`config.mk`:
```
export PLATFORM = sky130hd
export DESIGN_NAME = fetch_unit_flat
export DESIGN_NICKNAME = d
export VERILOG_FILES = /design/src/rtl/thistle_pkg.sv /design/src/rtl/fetch_unit_if.sv /design/src/rtl/pc_counter.sv /design/src/rtl/fetch_unit.sv /design/src/flat_wrapper.sv
export SDC_FILE = /design/constraint.sdc
export NUM_CORES = 1
export LEC_CHECK = 0
export CORE_MARGIN = 5
export CORE_UTILIZATION = 45
export DETAILED_ROUTE_END_ITERATION = 10
export HOLD_SLACK_MARGIN = 0.15
export PLACE_DENSITY = 0.84
export SETUP_SLACK_MARGIN = 0.15
export SLEW_MARGIN = 0
export SYNTH_ARGS = -nofsm -noshare
export SYNTH_HDL_FRONTEND = slang
export SYNTH_HIERARCHICAL = 1
export SYNTH_SLANG_ARGS = --single-unit
```
`constraint.sdc`:
```
create_clock -name clk -period 2.6 [get_ports clk]
set_input_delay 0.65 -clock clk [delete_from_list [all_inputs] [get_ports clk]]
set_output_delay 0.65 -clock clk [all_outputs]
set_load 0.005 [all_outputs]
```
`src/rtl/thistle_pkg.sv`:
```
// Shared definitions for the Thistle 8-bit CPU fetch front end.
//   FETCH_ADDR_W   : default PC/MAR width (RAM depth 2^FETCH_ADDR_W)
//   FETCH_DATA_W   : default bus/instruction width
//   FETCH_RESET_PC : default PC value after reset
//   fetch_state_t  : fetch FSM states (RUN, HALT)
package thistle_pkg;

  localparam int unsigned FETCH_ADDR_W   = 4;
  localparam int unsigned FETCH_DATA_W   = 8;
  localparam int unsigned FETCH_RESET_PC = 0;

  typedef enum logic {
    RUN  = 1'b0,
    HALT = 1'b1
  } fetch_state_t;

endpackage

```
`src/rtl/fetch_unit_if.sv`:
```
// Decoder <-> fetch unit connection: shared bus, decoder strobes and the
// fetch unit's status/result outputs.
//   master : decoder/bus side (drives bus_in and strobes)
//   slave  : fetch_unit side (drives bus_out, bus_oe, mar, inst, ir_en,
//            pc_wrap, halted)
interface fetch_unit_if
  import thistle_pkg::*;
#(
  parameter int unsigned ADDR_W = FETCH_ADDR_W,
  parameter int unsigned DATA_W = FETCH_DATA_W
);

  logic [DATA_W-1:0] bus_in;
  logic              hlt;
  logic              pe;
  logic              pi;
  logic              po;
  logic              mi;
  logic              ii;
  logic [DATA_W-1:0] bus_out;
  logic              bus_oe;
  logic [ADDR_W-1:0] mar;
  logic [DATA_W-1:0] inst;
  logic              ir_en;
  logic              pc_wrap;
  logic              halted;

  modport master (
    output bus_in, hlt, pe, pi, po, mi, ii,
    input  bus_out, bus_oe, mar, inst, ir_en, pc_wrap, halted
  );

  modport slave (
    input  bus_in, hlt, pe, pi, po, mi, ii,
    output bus_out, bus_oe, mar, inst, ir_en, pc_wrap, halted
  );

endinterface

```
`src/rtl/pc_counter.sv`:
```
// Program counter for the Thistle fetch unit.
//   clk, rst_n : clock, asynchronous active-low reset
//   en         : update enable (fetch FSM in RUN)
//   pe         : count enable
//   pi         : load from load_val (wins over pe)
//   load_val   : value loaded when pi=1
//   pc         : current program counter
//   wrap_q     : registered pulse, high the cycle after PC wraps all-ones -> 0
module pc_counter #(
  parameter int unsigned       ADDR_W   = 4,
  parameter logic [ADDR_W-1:0] RESET_PC = '0
) (
  input  logic              clk,
  input  logic              rst_n,
  input  logic              en,
  input  logic              pe,
  input  logic              pi,
  input  logic [ADDR_W-1:0] load_val,
  output logic [ADDR_W-1:0] pc,
  output logic              wrap_q
);

  always_ff @(posedge clk or negedge rst_n) begin
    if (!rst_n) begin
      pc     <= RESET_PC;
      wrap_q <= 1'b0;
    end else begin
      // A load on the same edge suppresses the wrap even at all-ones.
      wrap_q <= en & pe & ~pi & (pc == '1);
      if (en) begin
        if (pi) begin
          pc <= load_val;
        end else if (pe) begin
          pc <= pc + 1'b1;
        end
      end
    end
  end

endmodule

```
`src/rtl/fetch_unit.sv`:
```
// Instruction-fetch front end of the Thistle 8-bit CPU (upstream of
// inst_decoder). Holds PC (via pc_counter), MAR and IR, obeys the decoder's
// PE/PI/PO/MI/II/HLT strobes and returns the opcode as inst with an ir_en
// strobe.
//   clk  : system clock, rising edge
//   rst  : asynchronous active-low reset
//   fif  : fetch_unit_if.slave (bus_in, strobes in; bus_out, bus_oe, mar,
//          inst, ir_en, pc_wrap, halted out)
// Optional feature macro FETCH_BKPT_EN adds bkpt_addr/bkpt_arm inputs and a
// sticky bkpt_hit output: an armed MAR load matching bkpt_addr halts the unit.
module fetch_unit
  import thistle_pkg::*;
#(
  parameter int unsigned ADDR_W   = FETCH_ADDR_W,
  parameter int unsigned DATA_W   = FETCH_DATA_W,
  parameter int unsigned RESET_PC = FETCH_RESET_PC
) (
  input  logic              clk,
  input  logic              rst,
`ifdef FETCH_BKPT_EN
  input  logic [ADDR_W-1:0] bkpt_addr,
  input  logic              bkpt_arm,
  output logic              bkpt_hit,
`endif
  fetch_unit_if.slave       fif
);

  fetch_state_t      state_q, state_d;
  logic              run;
  logic              halt_req;
  logic [ADDR_W-1:0] pc;
  logic              wrap_q;
  logic [ADDR_W-1:0] mar_q;
  logic [DATA_W-1:0] ir_q;
  logic              ir_en_q;

  assign run = (state_q == RUN);

  pc_counter #(
    .ADDR_W   (ADDR_W),
    .RESET_PC (ADDR_W'(RESET_PC))
  ) u_pc (
    .clk      (clk),
    .rst_n    (rst),
    .en       (run),
    .pe       (fif.pe),
    .pi       (fif.pi),
    .load_val (fif.bus_in[ADDR_W-1:0]),
    .pc       (pc),
    .wrap_q   (wrap_q)
  );

`ifdef FETCH_BKPT_EN
  logic bkpt_match;
  logic bkpt_hit_q;

  assign bkpt_match = run & bkpt_arm & fif.mi &
                      (fif.bus_in[ADDR_W-1:0] == bkpt_addr);
  assign halt_req   = fif.hlt | bkpt_match;
  assign bkpt_hit   = bkpt_hit_q;

  always_ff @(posedge clk or negedge rst) begin
    if (!rst) begin
      bkpt_hit_q <= 1'b0;
    end else if (bkpt_match) begin
      bkpt_hit_q <= 1'b1;
    end
  end
`else
  assign halt_req = fif.hlt;
`endif

  always_ff @(posedge clk or negedge rst) begin
    if (!rst) begin
      state_q <= RUN;
    end else begin
      state_q <= state_d;
    end
  end

  always_comb begin
    state_d = state_q;
    case (state_q)
      RUN:     if (halt_req) state_d = HALT;
      HALT:    state_d = HALT;
      default: state_d = RUN;
    endcase
  end

  // Strobes seen on the halting edge still take effect; the freeze applies
  // from the following edge because run is derived from the current state.
  always_ff @(posedge clk or negedge rst) begin
    if (!rst) begin
      mar_q   <= '0;
      ir_q    <= '0;
      ir_en_q <= 1'b0;
    end else begin
      ir_en_q <= run & fif.ii;
      if (run && fif.mi) mar_q <= fif.bus_in[ADDR_W-1:0];
      if (run && fif.ii) ir_q  <= fif.bus_in;
    end
  end

  // Registered pulses are masked by state so an IR load or PC wrap on the
  // halting edge does not leak a strobe into HALT.
  always_comb begin
    fif.bus_oe  = fif.po & run & rst;
    fif.bus_out = fif.bus_oe ? DATA_W'(pc) : '0;
    fif.mar     = mar_q;
    fif.inst    = ir_q;
    fif.ir_en   = ir_en_q & run;
    fif.pc_wrap = wrap_q & run;
    fif.halted  = ~run;
  end

endmodule

```
`src/flat_wrapper.sv`:
```
// flat-port wrapper written by rule: the top's interface ports become plain ports
module fetch_unit_flat import thistle_pkg::*;
#(
  parameter int unsigned ADDR_W   = FETCH_ADDR_W,
  parameter int unsigned DATA_W   = FETCH_DATA_W,
  parameter int unsigned RESET_PC = FETCH_RESET_PC
)
  (clk, rst, fif_bus_in, fif_hlt, fif_pe, fif_pi, fif_po, fif_mi, fif_ii, fif_bus_out, fif_bus_oe, fif_mar, fif_inst, fif_ir_en, fif_pc_wrap, fif_halted);
  fetch_unit_if #(.ADDR_W(ADDR_W), .DATA_W(DATA_W)) fif_i ();
  input  logic clk;
  input  logic rst;
  input wire logic [$bits(fif_i.bus_in)-1:0] fif_bus_in;
  input wire logic [$bits(fif_i.hlt)-1:0] fif_hlt;
  input wire logic [$bits(fif_i.pe)-1:0] fif_pe;
  input wire logic [$bits(fif_i.pi)-1:0] fif_pi;
  input wire logic [$bits(fif_i.po)-1:0] fif_po;
  input wire logic [$bits(fif_i.mi)-1:0] fif_mi;
  input wire logic [$bits(fif_i.ii)-1:0] fif_ii;
  output wire logic [$bits(fif_i.bus_out)-1:0] fif_bus_out;
  output wire logic [$bits(fif_i.bus_oe)-1:0] fif_bus_oe;
  output wire logic [$bits(fif_i.mar)-1:0] fif_mar;
  output wire logic [$bits(fif_i.inst)-1:0] fif_inst;
  output wire logic [$bits(fif_i.ir_en)-1:0] fif_ir_en;
  output wire logic [$bits(fif_i.pc_wrap)-1:0] fif_pc_wrap;
  output wire logic [$bits(fif_i.halted)-1:0] fif_halted;
  assign fif_i.bus_in = fif_bus_in;
  assign fif_i.hlt = fif_hlt;
  assign fif_i.pe = fif_pe;
  assign fif_i.pi = fif_pi;
  assign fif_i.po = fif_po;
  assign fif_i.mi = fif_mi;
  assign fif_i.ii = fif_ii;
  assign fif_bus_out = fif_i.bus_out;
  assign fif_bus_oe = fif_i.bus_oe;
  assign fif_mar = fif_i.mar;
  assign fif_inst = fif_i.inst;
  assign fif_ir_en = fif_i.ir_en;
  assign fif_pc_wrap = fif_i.pc_wrap;
  assign fif_halted = fif_i.halted;
  fetch_unit #(.ADDR_W(ADDR_W), .DATA_W(DATA_W), .RESET_PC(RESET_PC)) u_core (.clk(clk), .rst(rst), .fif(fif_i));
endmodule
```
==> results.tsv <==
stage	metric	value	unit
outcome	outcome	finished clean	
die	die_h	56.1	µm
min_path	hold_class	in2async	
power_and_ir_drop	ir_worst_vdd	0.406	mV
routing	num_vias	724	
placed_design	dpl_cell_area	0.00129	mm²
sta	finalSetupViolations	0	
worst_setup_path	worst_ep_required_time	1.95	ns
cells_and_area	n_fill_cell	162	
sta	max_freq	0.416	GHz
cts	cts_hold_buf	0	
die	rows	16	
cells_and_area	drive_gt1_share	21.7	%
routing	drc_errors	0	
placed_design	dp_hpwl	1.54	mm
die	ios	40	
sta	hold_violations	0	
synthesis	syn_area_per_cell	12.4	µm²
synthesis	synth_area	955	µm²
worst_setup_path	cp_data_arrival_time	1.75	ns
synthesis	synth_edf_count	0	
routing	viasPerCell	5.10	
synthesis	ys_top_cells_by_count	19 x dfrtp_1, 8 x mux2_4, 5 x buf_4	
worst_setup_path	crit_path_start	fif_po	
sta	rsz0062_at_grt	false	
routing	firstDrtPassIters	4	
placed_design	dp_slack	-0.0925	ns
cts	htree_levels	1	
cells_and_area	diodes	0	
placed_design	gp_congestion	0.781	
worst_setup_path	startpoint_type	input pin	
synthesis	synth_top_area_cell	dfrtp_1	
worst_setup_path	end_kind	primary output	
cells_and_area	finalInstanceArea	0.00134	mm²
power_and_ir_drop	leakagePower	0.000604	µW
cts	cts.sinks	19	
global_routing	grt-ovfl-total	0	
synthesis	synth_warnings	6	
power_and_ir_drop	power_density	449	mW/mm²
die	core	0.00200	mm²
cts	clk_latency	0.29	ns
worst_setup_path	slowest_delay	0.40	ns
synthesis	yosysMostFrequentCell	dfrtp_1	
job	max_cap_violations	0	
worst_setup_path	r2r-start	u_core/fif.halted$_DFF_PN0_	
routing	wl_per_cell	14.6	µm
routing	drtIter0Drc	7	
global_routing	grt_pass1_vias	716	
cts	cts_root_buf	clkbuf_4	
die	die_w	56.1	µm
worst_setup_path	critPathMaxFanout	3	
worst_setup_path	worstSetupPathType	in2out	
global_routing	grt_util_all_layers	14.6	%
die	die_area	0.00314	mm²
global_routing	antenna_found_initial	0	
synthesis	async_flop_share	100	%
synthesis	yosysUniqueCellTypes	28	
routing	ant_nets	0	
synthesis	yosys_register_bits	19	
synthesis	netlist.area_leader.share	49.8	%
sta	setup_slack	0.198	ns
die	start_util	47.7	%
cts	cts_buffers	3	
synthesis	syn_inst	77	
cts	cts_tree	built	
worst_setup_path	cp_cell_sequence	clkdlybuf4s50_1 > and3b_2 > buf_4 > and2_1 > clkdlybuf4s15_1	
sta	skew	0.00386	ns
sta	period_needed	2.40	ns
global_routing	grt_first_pass_wirelength	3.54	mm
sta	period_share	92.4	%
sta	slew_violations	0	
worst_setup_path	slowest_stage	clkdlybuf4s50_1	
synthesis	synth_area_leaders	dfrtp_1 50%, mux2_4 13%, mux2_2 4.7%	
cells_and_area	multi_input_area	413	µm²
cells_and_area	nNetsFinal	133	
cts	clk_pin_slew_worst_paths	0.10	ns
cts	clockBufferDepth	2	
routing	drt-total-wl	2.07	mm
synthesis	ys_seq_area_share	49.8	%
synthesis	ys.flop_type	dfrtp_1	
cells_and_area	synthToLayoutAreaGrowth	40.0	%
cells_and_area	area.sequential	475	µm²
placed_design	io_buffer_count	35	
global_routing	grt_max_degree	20	
final cells by class:
cell class	instances	share of cell area [%]
multi-input combinational	51	30.9
timing repair buffer	39	28.5
clock buffer	4	1.97
sequential	19	35.6
inverter	2	0.562
tap	27	2.53
stage by stage:
| step | hold WS [ns] | std cells | util [%] | setup TNS, ns | total power, µW |
|---|---|---|---|---|---|
| 2_1_floorplan | 0.354 | 80 | - | 0 | 386 |
| 3_3_place_gp | 0.489 | 136 | 64.6 | -0.198 | 459 |
| 3_5_place_dp | 0.497 | 136 | 64.6 | -0.326 | 461 |
| 4_1_cts | 0.521 | 142 | 66.4 | 0 | 610 |
| 5_1_grt | 0.368 | 142 | 66.8 | 0 | 634 |
| 6_report | 0.353 | 142 | 66.8 | 0 | 599 |
kinds of logic after synthesis:
| kind of cell | Yosys count | synth area share, % |
|---|---|---|
| buffers and inverters | 10 | 8.26 |
| adders and majority gates | 1 | 1.31 |
| muxes | 12 | 17.3 |
| DFF | 19 | 49.8 |
| other | 1 | 0.393 |
| and+or+nand+nor | 20 | 12.6 |
| AOI/OAI and AO/OA | 14 | 10.4 |
power by group:
| group | leakage [µW] | internal (µW) | switching, µW |
|---|---|---|---|
| logic | 0.000349 | 85.5 | 34.9 |
| registers | 0.000240 | 319 | 15.1 |
| clock network | 0.0000150 | 59.8 | 85.4 |
| total | 0.000604 | 464 | 135 |
worst max-delay path, delay by kind of cell:
| kind | cells | cell delay, ns |
|---|---|---|
| buf+inv | 3 | 0.74 |
| simple gates | 2 | 0.36 |
state kept, by name (all words and copies together), names as in the netlist:
signal,flops
u_core/u_pc/pc,4
u_core/ir_en_q,1
u_core/fif.halted,1
u_core/fif.mar,4
u_core/fif.inst,8
u_core/u_pc/wrap_q,1
cell usage in the layout, fill, tap and decap left out, types with 2 or more instances in the layout:
cell type and n:
clkdlybuf4s50_1 29, dfrtp_1 19, mux2_4 8, buf_4 4, and2_1 4, mux2_2 4, conb_1 4, nor2_1 4
a21oi_1 4, clkbuf_4 3, clkdlybuf4s15_1 3, nor2b_1 3, dlygate4sd2_1 2, nand2_1 2, o21ai_0 2, o22ai_1 2
a21o_1 2
routing by layer:
metal / wire length, µm / part of all wire (%) / up-vias / global-route usage, %
li1: - / - / 334 / -
met5: 0 / 0 / - / 0
met3: 176 / 8.5 / 4 / 6.03
met2: 934 / 45 / 32 / 22.5
met1: 929 / 45 / 354 / 18.4
met4: 27 / 1.3 / 0 / 5.08
final timing paths:
check,to,slack (ns),cells after the start
worst max-delay path,fif_bus_out[2],0.20,5
worst min-delay path,u_core/u_pc/pc[2]$_DFFE_PN0P_,0.35,2
worst max register to register,u_core/u_pc/pc[3]$_DFFE_PN0P_,1.25,3
worst min register to register,u_core/fif.inst[2]$_DFFE_PN0P_,0.52,1
max in group asynchronous,u_core/u_pc/pc[0]$_DFFE_PN0P_,2.05,2
min in group clk,u_core/fif.inst[2]$_DFFE_PN0P_,0.52,1
timing repair:
item / in CTS / in global routing
setup endpoints to repair: 5 / 3
buffers inserted: 2 / 0
pin swaps: 1 / 1
gates resized for setup: 6 / 4
endpoints found under the hold margin: 0 / 0
(Power assumes the default switching activity.)
==> RTL change (same settings) <==
The package constant `FETCH_DATA_W` goes from 8 to 6.
--- a/src/rtl/thistle_pkg.sv
+++ b/src/rtl/thistle_pkg.sv
@@ -6,7 +6,7 @@
 package thistle_pkg;
 
   localparam int unsigned FETCH_ADDR_W   = 4;
-  localparam int unsigned FETCH_DATA_W   = 8;
+  localparam int unsigned FETCH_DATA_W   = 6;
   localparam int unsigned FETCH_RESET_PC = 0;
 
   typedef enum logic {
Interface: changed (resized fif_bus_in, fif_bus_out and fif_inst); port bits go from 40 to 34. No check against the original RTL was run, so the function may have changed too.
==> RTL change against the unedited design <==
Area after synthesis down 9.0%. Routed wire length decreased by 13%. Clock power is 5% lower. Register-to-register slack gained 0.08 ns. Worst setup slack better by 0.087 ns. Power fell by 10%. Sequential cell count fell by 2. Non-clock buffer count shrank 5. Count of clock-buffer cells in the layout fell by 1. Cell area fell by 10%.
==> RTL change: results (changes against the unedited design) <==
| Metric | Value |
|---|---|
| Num CTS Buffers | `3 (unchanged)` |
| FF-to-FF path depth | `3 (unchanged)` |
| VDD IR max | `0.000307 V (was 0.000406 V)` |
| CTS root buf | `clkbuf_4 (unchanged)` |
| Total number of vias | `665 (was 724)` |
| Vias in the first global route | `640 (was 716)` |
| Initial DRC count | `15 (was 7)` |
| CTS Buffer Depth | `2 (unchanged)` |
| Metal-1 WL | `751 µm (was 929 µm)` |
| Logic pwr share | `19.2% (was 20.1%)` |
| Reg2Reg Launch Point | `u_core/fif.halted (unchanged)` |
| DRT Pass-1 Iters | `4 (unchanged)` |
| Layout cells sized above 1 | `24.0% (was 21.7%)` |
| Routed len/inst | `14.0 µm (was 14.6 µm)` |
| Worst Path Arrival | `1.67 ns (was 1.75 ns)` |
| Synth Flop Type | `dfrtp_1 (unchanged)` |
| Sequential area share after synthesis | `49.0% (was 49.8%)` |
| Worst-path clk slew | `0.10 ns (about the same)` |
| First-pass GRT wire length | `3020 µm (was 3540 µm)` |
| Post-synthesis async set-or-reset flop share | `100% (unchanged)` |
| P_int | `414 µW (was 464 µW)` |
| Pre-CTS setup slack | `-0.0463 ns (was -0.0925 ns)` |
| Worst setup path startpoint | `fif_po (unchanged)` |
| Clock Skew | `0.00320 ns (was 0.00386 ns)` |
| ANT cells | `0 (unchanged)` |
| Critical-path maximum fanout | `4 (was 3)` |
| Leakage Power | `0.570 nW (was 0.604 nW)` |
| Post-CTS Hold Fix Bufs | `0 (unchanged)` |
| Initial antenna violation count | `0 (unchanged)` |
| Clk_lat worst skew | `0.29 ns (about the same)` |
| Placer Congestion | `0.748 (was 0.781)` |
| Distinct cells, synth | `29 (was 28)` |
| Busiest metal layer after global routing | `met2 (unchanged)` |
| Post-layout net count | `120 (was 133)` |
| Max stage delay cell, worst path | `clkdlybuf4s50_1 (unchanged)` |
| Post-synth top cells | `dfrtp_1 (17), mux2_4 (6) (was dfrtp_1 (19), mux2_4 (8), buf_4 (5))` |
| WL met2 | `878 µm (was 934 µm)` |
| DR vias/cell | `5.16 (was 5.10)` |
| M1 GR Usage | `18.1% (was 18.4%)` |
| GRT Total Usage | `14.3% (was 14.6%)` |
| Power share of the clock group | `25.6% (was 24.2%)` |
| Post-Syn Area per Cell | `12.2 µm² (was 12.4 µm²)` |
| Met3 wire len | `161 µm (was 176 µm)` |
| Run status | `completed (unchanged)` |
| Grt met2 use | `24.2% (was 22.5%)` |
| M3 GR Usage | `4.16% (was 6.03%)` |
| Yosys warning total | `6 (unchanged)` |
| Sw Ratio | `23.1% (was 22.6%)` |
| Max reg flops | `6 (was 8)` |
| Synth area leaders | `dfrtp_1 (49%), mux2_4 (10%), mux2_2 (5.2%) (was dfrtp_1 (50%), mux2_4 (13%), mux2_2 (4.7%))` |
| PortBufs | `31 (was 35)` |
| Worst hold path type | `input port to async pin (unchanged)` |
| Fill count | `149 (was 162)` |
| Largest net degree at the start of global routing | `18 (was 20)` |
| Final HPWL DP | `1400 µm (was 1540 µm)` |
## RTL change: path summary, 6_finish.rpt
check	end	slack, ns
setup / recovery	fif_bus_out[0]	0.28
hold / removal	u_core/fif.mar[0]	0.34
setup reg to reg	u_core/u_pc/pc[3]	1.33
hold reg to reg	u_core/fif.inst[4]	0.52
max in group asynchronous	u_core/fif.inst[4]	2.07
min in group clk	u_core/fif.inst[4]	0.52
## RTL change: layout make-up
cell class / instances / area share [%]
tap: 25 / 2.62
clock buffer: 3 / 1.88
multi-input combinational: 47 / 32.0
sequential: 17 / 35.6
clock inverter: 1 / 0.418
inverter: 2 / 0.628
timing repair buffer: 34 / 26.9
## RTL change: what timing repair did
| item | 4_1_cts | 5_1_grt |
|---|---|---|
| gates cloned | 0 | 0 |
| pin swaps | 1 | 1 |
| endpoints found under the hold margin | 0 | 0 |
| setup endpoints to repair | 5 | 2 |
| setup buffers | 1 | 0 |
| gates resized for setup | 5 | 5 |
## RTL change: per-stage QoR
stage,instance area (µm²),util [%]
floorplan,872,-
global placement,1170,65.8
detailed placement,1170,65.8
CTS,1200,67.4
global route,1200,67.1
finish,1200,67.1
## RTL change: critical path: cells and delay by family
| family | cells | cell delay [ns] |
|---|---|---|
| buf+inv | 2 | 0.65 |
| simple gates | 2 | 0.36 |
## RTL change: cells by family after synthesis
| logic type | Yosys count | synth area share, % |
|---|---|---|
| AOI/OAI and AO/OA | 14 | 11.4 |
| DFF | 17 | 49.0 |
| muxes | 10 | 15.6 |
| adders and majority gates | 1 | 1.44 |
| buffers and inverters | 8 | 7.35 |
| and+or+nand+nor | 20 | 14.8 |
| other | 1 | 0.432 |
